File: config.mk
export PLATFORM = sky130hd
export DESIGN_NAME = serial_adder_ctrl
export DESIGN_NICKNAME = d
export VERILOG_FILES = /design/src/rtl/serial_adder_ctrl.sv
export SDC_FILE = /design/constraint.sdc
export NUM_CORES = 1
export LEC_CHECK = 0
export ABC_CLOCK_PERIOD_IN_PS = 2200
export BUFFER_PORTS_ARGS = -buffer_cell sky130_fd_sc_hd__buf_2
export CORE_MARGIN = 2
export CORE_UTILIZATION = 24
export CTS_CLUSTER_SIZE = 28
export DETAILED_ROUTE_END_ITERATION = 10
export PLACE_DENSITY = 0.4
export RECOVER_POWER = 25
export SLEW_MARGIN = 40
export SYNTH_ARGS = -nofsm -noshare
export SYNTH_HDL_FRONTEND = slang
export SYNTH_SLANG_ARGS = --single-unit
export TNS_END_PERCENT = 10
File: constraint.sdc
create_clock -name clk -period 2.2 [get_ports clk]
set_clock_uncertainty 0.1 [all_clocks]
set_input_delay 0.33 -clock clk [delete_from_list [all_inputs] [get_ports clk]]
set_output_delay 0.33 -clock clk [all_outputs]
set_load 0.02 [all_outputs]
File: src/rtl/serial_adder_ctrl.sv
// Bit-serial adder: one full adder walks the operands LSB first over WIDTH cycles,
// with a valid/ready handshake on both the operand and the result side.

module full_adder (
    input  logic a,
    input  logic b,
    input  logic ci,
    output logic s,
    output logic co
);
    assign s  = a ^ b ^ ci;
    assign co = (a & b) | (ci & (a ^ b));
endmodule

module serial_adder_ctrl #(
    parameter int unsigned WIDTH = 8
) (
    input  logic             clk,
    input  logic             rst_n,
    input  logic             in_valid,
    output logic             in_ready,
    input  logic [WIDTH-1:0] a,
    input  logic [WIDTH-1:0] b,
    input  logic             cin,
    output logic             out_valid,
    input  logic             out_ready,
    output logic [WIDTH-1:0] sum,
    output logic             cout,
    output logic             ovf,
    output logic             busy
);
    localparam int unsigned CW = $clog2(WIDTH) + 1;

    typedef enum logic [1:0] {
        IDLE = 2'd0,
        RUN  = 2'd1,
        DONE = 2'd2
    } state_t;

    state_t         state;
    state_t         state_nxt;
    logic [WIDTH-1:0] a_sh;
    logic [WIDTH-1:0] b_sh;
    logic [WIDTH-1:0] sum_sh;
    logic           carry;
    logic           c_msb;
    logic [CW-1:0]  cnt;
    logic           fa_s;
    logic           fa_co;
    logic           accept;
    logic           run_step;
    logic           last_bit;
    logic           msb_m1_bit;

    assign accept     = (state == IDLE) && in_valid;
    assign run_step   = (state == RUN);
    assign last_bit   = (cnt == CW'(WIDTH - 1));
    assign msb_m1_bit = (cnt == CW'(WIDTH - 2));

    full_adder u_fa (
        .a  (a_sh[0]),
        .b  (b_sh[0]),
        .ci (carry),
        .s  (fa_s),
        .co (fa_co)
    );

    // State register
    always_ff @(posedge clk or negedge rst_n) begin
        if (!rst_n) begin
            state <= IDLE;
        end else begin
            state <= state_nxt;
        end
    end

    // Next-state logic
    always_comb begin
        state_nxt = state;
        case (state)
            IDLE:    if (in_valid) state_nxt = RUN;
            RUN:     if (last_bit) state_nxt = DONE;
            DONE:    if (out_ready) state_nxt = IDLE;
            default: state_nxt = IDLE;
        endcase
    end

    // Handshake and status decodes of the registered state
    always_comb begin
        in_ready  = 1'b0;
        out_valid = 1'b0;
        busy      = 1'b0;
        case (state)
            IDLE:    in_ready  = 1'b1;
            RUN:     busy      = 1'b1;
            DONE:    begin
                out_valid = 1'b1;
                busy      = 1'b1;
            end
            default: in_ready  = 1'b0;
        endcase
    end

    // Serial datapath; result registers load only on the final bit and hold otherwise
    always_ff @(posedge clk or negedge rst_n) begin
        if (!rst_n) begin
            a_sh   <= '0;
            b_sh   <= '0;
            sum_sh <= '0;
            carry  <= 1'b0;
            c_msb  <= 1'b0;
            cnt    <= '0;
            sum    <= '0;
            cout   <= 1'b0;
            ovf    <= 1'b0;
        end else if (accept) begin
            a_sh  <= a;
            b_sh  <= b;
            carry <= cin;
            cnt   <= '0;
        end else if (run_step) begin
            a_sh   <= a_sh >> 1;
            b_sh   <= b_sh >> 1;
            sum_sh <= {fa_s, sum_sh[WIDTH-1:1]};
            carry  <= fa_co;
            cnt    <= cnt + CW'(1);
            if (msb_m1_bit) begin
                c_msb <= fa_co;
            end
            if (last_bit) begin
                sum  <= {fa_s, sum_sh[WIDTH-1:1]};
                cout <= fa_co;
                ovf  <= c_msb ^ fa_co;
            end
        end
    end

endmodule

==> run_results.csv, run 1 <==
group,metric,value,unit
status,outcome,"finished, final reports clean",
global_routing,first_global_vias,1183,
route,drc,0,
clock_tree,cts_root_buffer,"clkbuf_8",
finish,layout.nets,215,
critical_path,worstSetupEndpointType,"flip-flop",
power,power_switching,0.00106,W
clock_tree,clock_latency,0.28,ns
global_routing,grt_pass1_wl,5460,um
sta,rsz0062_at_grt,"false",
global_routing,antenna_found_initial,0,
power,ir_worst_vdd,0.471,mV
power,p_per_area,1350,nW/um^2
die,num_rows,31,
logic_synthesis,syn_area_per_cell,12.2,sq um
clock_tree,post_cts.repair.setup_buffers,0,
logic_synthesis,synth_top_area_share,0.560,
sta,finalCritPeriodShare,0.834,
placement,post-dp-hpwl,2280,um
global_routing,grt_use_total,0.0836,
power,swShare,0.358,
logic_synthesis,syn_area,1830,sq um
logic_synthesis,synth_common_cells,"dfrtp_1, mux2_2, nand2_1, o21ai_0, mux2i_1",
sta,timing.final.crit_period,1.83,ns
clock_tree,clk_pin_slew_worst_paths,0.08,ns
finish,n_fill_cell,758,
die,dieArea,8340,sq um
critical_path,cp.arrival,1.91,ns
logic_synthesis,yosysSeqAreaShare,0.560,
flow_run,maxCapViolations,0,
logic_synthesis,synth_area_leader_cell,"dfrtp_1",
route,wl_per_cell,11.5,um
die,start_util,0.250,
power,p_leak,1.06,nW
finish,fin_util,0.300,
sta,timing.fmax,545,MHz
clock_tree,cts_resized,0,
sta,drv_slew,0,
route,postRouteAntennaNets,0,
sta,relSlewSlack,0.309,
die,io_pins,34,
power,pwr-share-clk,0.167,
route,firstDrtPassIters,4,
clock_tree,h-tree-depth,2,
power,p_int,0.00190,W
logic_synthesis,syn_nets,178,
global_routing,grt_max_degree,42,
critical_path,crit_start,"state[0]",
placement,gp_congestion,0.657,
worst_hold_path,min_from,"b[7]",
die,fp.dieH,91.3,um
clock_tree,numCtsBuffers,5,
clock_tree,hold_buffers,0,
logic_synthesis,synth_edf_count,0,
critical_path,worstPathMaxFanout,4,
clock_tree,cts_tree,"yes",
route,via_count,1149,
logic_synthesis,synth_area_leaders,"dfrtp_1, mux2_2, mux2i_1",
power,power,0.00296,W
finish,syn2layout_area_growth,20.2,%
critical_path,start_kind,"flip-flop",
critical_path,crit_type,"reg -> reg",
global_routing,grt-ovfl-total,0,
logic_synthesis,syn_inst,150,
power,power_frac_seq,0.435,
clock_tree,cts_sinks,41,
logic_synthesis,ys_ff_latch,41,
route,drtIter0Drc,63,
logic_synthesis,async_reset_ff_frac,1.00,
die,coreArea,7330,sq um
route,avgViaCountPerCell,4.02,
critical_path,required,2.27,ns
power,p_comb_frac,0.399,
die,die_w,91.3,um
logic_synthesis,synth-main-ff-cell,"dfrtp_1",
sta,setup_viol,0,
route,wirelength,3280,um
logic_synthesis,ys_types,20,
sta,worst_pin_slew,1.04,ns
sta,hold_violations,0,
sta,fin_tns_setup,0,ns
logic_synthesis,yosysWarnings,0,
clock_tree,clockBufferDepth,2,
worst_hold_path,hp-class,"in -> reg",
logic_synthesis,yosysMostFrequentCell,"dfrtp_1",
placement,port_buffers,33,
finish,diodes,0,
critical_path,r2r_start,"state[0]",
finish,drive_above_1_share,0.337,
==> placed cells by master, fill, tap and decap left out, drive strengths merged <==
cell type  instances
nand2             19
nand3b             1
nand4b             2
buf               37
mux2i             16
inv                6
ha                 6
a222oi             1
nand4              1
o21ai             18
nand2b             2
nor2               4
clkbuf             8
mux2              19
xnor2              2
fa                 1
and2               1
dfrtp             41
xor2               2
==> through the flow <==
step	instances	worst slack [ns]	hold WS, ns	instance area (sq um)
6_report	286	0.366	0.145	2200
5_1_grt	286	0.297	0.147	2200
4_1_cts	286	0.346	0.0166	2200
3_5_place_dp	279	0.357	0.334	2120
3_3_place_gp	279	0.554	0.327	2120
2_1_floorplan	150	0.474	-0.0656	1830
==> cell families (layout without fill, tap and decap cells) <==
kind of cell / count (synthesis) / in the layout / synth area share
compound gates: 19 / 19 / 0.0547
flops: 41 / 41 / 0.560
mux: 35 / 35 / 0.204
simple gates: 30 / 30 / 0.0745
buf+inv: 14 / 51 / 0.0349
fa+ha+maj: 7 / 7 / 0.0519
xor+xnor: 4 / 4 / 0.0191
==> layout make-up <==
| type | instances | area (sq um) | share of cell area |
|---|---|---|---|
| Sequential cell | 41 | 1030 | 0.466 |
| Multi-Input combinational cell | 95 | 741 | 0.337 |
| Timing Repair Buffer | 38 | 200 | 0.0910 |
| Clock buffer | 7 | 86.3 | 0.0392 |
| Tap cell | 99 | 124 | 0.0563 |
| Inverter | 6 | 22.5 | 0.0102 |
==> critical path, cell delays in order, from the launching register on <==
cell,delay [ns]
dfrtp_1,0.41
inv_1,0.08
ha_1,0.24
a222oi_1,0.49
mux2_2,0.40
==> layer usage <==
metal	global-route usage	part of all wire	vias to the layer above
met5	0	0	-
met4	0.0303	0.012	0
met3	0.0282	0.048	4
met2	0.146	0.51	25
met1	0.0947	0.43	543
li1	-	-	577
==> power by group through the flow <==
stage	registers (W)	clock network, W	logic (W)
2_1_floorplan	0.00132	0	0.000867
3_3_place_gp	0.00129	0	0.00117
3_5_place_dp	0.00131	0	0.00121
4_1_cts	0.00129	0.000519	0.00121
5_1_grt	0.00134	0.000550	0.00131
6_report	0.00129	0.000493	0.00118
==> state kept, by name, summed over array words and instances, names as in the netlist <==
| name | cells |
|---|---|
| sum_sh | 7 |
| ovf | 1 |
| sum | 8 |
| carry | 1 |
| b_sh | 8 |
| cout | 1 |
| a_sh | 8 |
| c_msb | 1 |
| state | 2 |
| cnt | 4 |
==> path summary, 6_finish.rpt <==
| kind | endpoint | slack (ns) | cells past startpoint |
|---|---|---|---|
| min in group asynchronous | sum[5] | 0.20 | 2 |
| worst min-delay path | b_sh[7] | 0.14 | 3 |
| max in group asynchronous | a_sh[1] | 1.17 | 2 |
| worst min register to register | ovf | 0.40 | 2 |
| worst max register to register | state[0] | 0.37 | 4 |
| worst max-delay path | state[0] | 0.37 | 4 |
Note: power is estimated with default switching activity, not from simulation.
==> inputs of run 2 (changes only) <==
--- a/config.mk
+++ b/config.mk
@@ -5,7 +5,7 @@
 export SDC_FILE = /design/constraint.sdc
 export NUM_CORES = 1
 export LEC_CHECK = 0
-export ABC_CLOCK_PERIOD_IN_PS = 2200
+export ABC_CLOCK_PERIOD_IN_PS = 1900
 export BUFFER_PORTS_ARGS = -buffer_cell sky130_fd_sc_hd__buf_2
 export CORE_MARGIN = 2
 export CORE_UTILIZATION = 24
==> constraint.sdc (replaced) <==
create_clock -name clk -period 1.9 [get_ports clk]
set_clock_uncertainty 0.1 [all_clocks]
set_input_delay 0.285 -clock clk [delete_from_list [all_inputs] [get_ports clk]]
set_output_delay 0.285 -clock clk [all_outputs]
set_load 0.02 [all_outputs]
==> run 2 against run 1 <==
Design area up 1.0%. Maximum frequency grew 4.1%. Core utilization rose by 0.31 points. Clock power rose by 14%. Non-clock buffer count is 1 higher. Hold slack got worse by 0.041 ns. Highest routed layer unchanged.
==> run_results.csv, run 2 (synthesis results as in run 1) <==
group,metric,value,unit
power,ir_worst_vdd,0.452,mV
global_routing,grt_pass1_wl,5710,um
status,outcome,"finished, final reports clean",
clock_tree,cts_root_buffer,"clkbuf_8",
critical_path,worstSetupEndpointType,"flip-flop",
die,num_rows,31,
clock_tree,cts_sinks,41,
clock_tree,post_cts.repair.setup_buffers,0,
sta,worst_pin_slew,1.01,ns
power,power_frac_seq,0.432,
global_routing,first_global_vias,1221,
die,fp.dieH,91.3,um
power,power_switching,0.00123,W
sta,fin_ws,0.139,ns
placement,gp_congestion,0.647,
power,p_leak,1.07,nW
critical_path,crit_chain,"inv_1 -> ha_1 -> a222oi_1 -> mux2_2",
power,p_comb_frac,0.405,
clock_tree,clockBufferDepth,2,
critical_path,crit_type,"reg -> reg",
finish,reg_top3,"a_sh x8, b_sh x8, sum x8",
finish,drive_above_1_share,0.335,
placement,post-dp-hpwl,2330,um
route,wirelength,3280,um
power,pwr-share-clk,0.164,
die,io_pins,34,
worst_hold_path,hp-class,"in -> reg",
route,avgViaCountPerCell,4.07,
placement,place_ws,0.132,ns
die,die_w,91.3,um
sta,fin_tns_setup,0,ns
global_routing,antenna_found_initial,0,
die,coreArea,7330,sq um
critical_path,crit_path_max_incr_delay,0.44,ns
flow_run,maxCapViolations,0,
route,drc,0,
power,p_per_area,1550,nW/um^2
sta,hold_violations,0,
sta,timing.fmax,568,MHz
placement,port_buffers,33,
power,swShare,0.356,
critical_path,start_kind,"flip-flop",
critical_path,cp_slowest_cell,"a222oi_1",
route,firstDrtPassIters,6,
finish,syn2layout_area_growth,21.4,%
sta,rsz0062_at_grt,"false",
finish,final_cell_mix,"dfrtp_1, buf_2, mux2_2, nand2_1, o21ai_0",
global_routing,grt-ovfl-total,0,
clock_tree,clock_latency,0.28,ns
sta,setup_viol,0,
global_routing,grt_use_total,0.0869,
clock_tree,h-tree-depth,2,
global_routing,grt_max_degree,42,
die,dieArea,8340,sq um
route,postRouteAntennaNets,0,
sta,finalCritPeriodShare,0.927,
die,start_util,0.250,
critical_path,worstPathMaxFanout,4,
clock_tree,clk_pin_slew_worst_paths,0.08,ns
route,drtIter0Drc,58,
route,via_count,1167,
finish,layout.nets,216,
clock_tree,cts_resized,0,
clock_tree,cts_tree,"yes",
critical_path,required,1.97,ns
finish,diodes,0,
critical_path,cp.arrival,1.84,ns
route,wl_per_cell,11.4,um
sta,drv_slew,0,
sta,timing.final.crit_period,1.76,ns
power,p_int,0.00222,W
finish,final_common_cell,"dfrtp_1",
clock_tree,numCtsBuffers,5,
sta,relSlewSlack,0.327,
## run 2: repair_timing
action                                  4_1_cts  5_1_grt
hold buffers                                  1        0
endpoints found under the setup margin        0        0
endpoints found under the hold margin        41        0
## run 2: layer usage
| layer | vias to the layer above | routed length (um) | track usage | part of all wire |
|---|---|---|---|---|
| li1 | 578 | - | - | - |
| met1 | 562 | 1470 | 0.0999 | 0.45 |
| met2 | 23 | 1650 | 0.154 | 0.50 |
| met3 | 4 | 124 | 0.0249 | 0.038 |
| met4 | 0 | 36 | 0.0303 | 0.011 |
| met5 | - | 0 | 0 | 0 |
## run 2: worst max-delay path, delay by kind of cell (launching register included)
family	cells	cell delay (ns)
buf+inv	1	0.09
flops	1	0.40
compound gates	1	0.44
fa+ha+maj	1	0.23
mux	1	0.39
## run 2: layout make-up
class                      count  area (sq um)
tap                           99           124
fill                         762          5110
inverter                       6          22.5
sequential                    41          1030
timing repair buffer          39           223
clock buffer                   7          86.3
multi-input combinational     95           741
## run 2: worst paths after layout
| path | startpoint | slack [ns] | end | cells after the start |
|---|---|---|---|---|
| min in group asynchronous | rst_n | 0.68 | sum_sh[4] | 3 |
| hold reg to reg | sum[1] | 0.40 | sum[1] | 1 |
| setup reg to reg | state[0] | 0.14 | state[1] | 4 |
| hold / removal | b[6] | 0.10 | b_sh[6] | 3 |
| setup / recovery | state[0] | 0.14 | state[1] | 4 |
| max in group asynchronous | rst_n | 0.39 | b_sh[6] | 3 |
## run 2: power groups by stage
| stage | logic [W] | clock network, W | registers (W) |
|---|---|---|---|
| finish | 0.00139 | 0.000563 | 0.00149 |
| global route | 0.00158 | 0.000630 | 0.00155 |
| CTS | 0.00144 | 0.000593 | 0.00150 |
| detailed placement | 0.00143 | 0 | 0.00152 |
| global placement | 0.00137 | 0 | 0.00149 |
| floorplan | 0.00100 | 0 | 0.00153 |
## run 2: stage by stage
step           hold slack (ns)  std cells  cell area (sq um)   util  total power, W
5_1_grt                  0.107        287               2220  0.303         0.00376
3_3_place_gp             0.277        279               2130  0.290         0.00287
3_5_place_dp             0.290        279               2130  0.290         0.00295
6_report                 0.104        287               2220  0.303         0.00344
2_1_floorplan           -0.111        150               1830      -         0.00253
4_1_cts                 0.0899        287               2220  0.303         0.00353
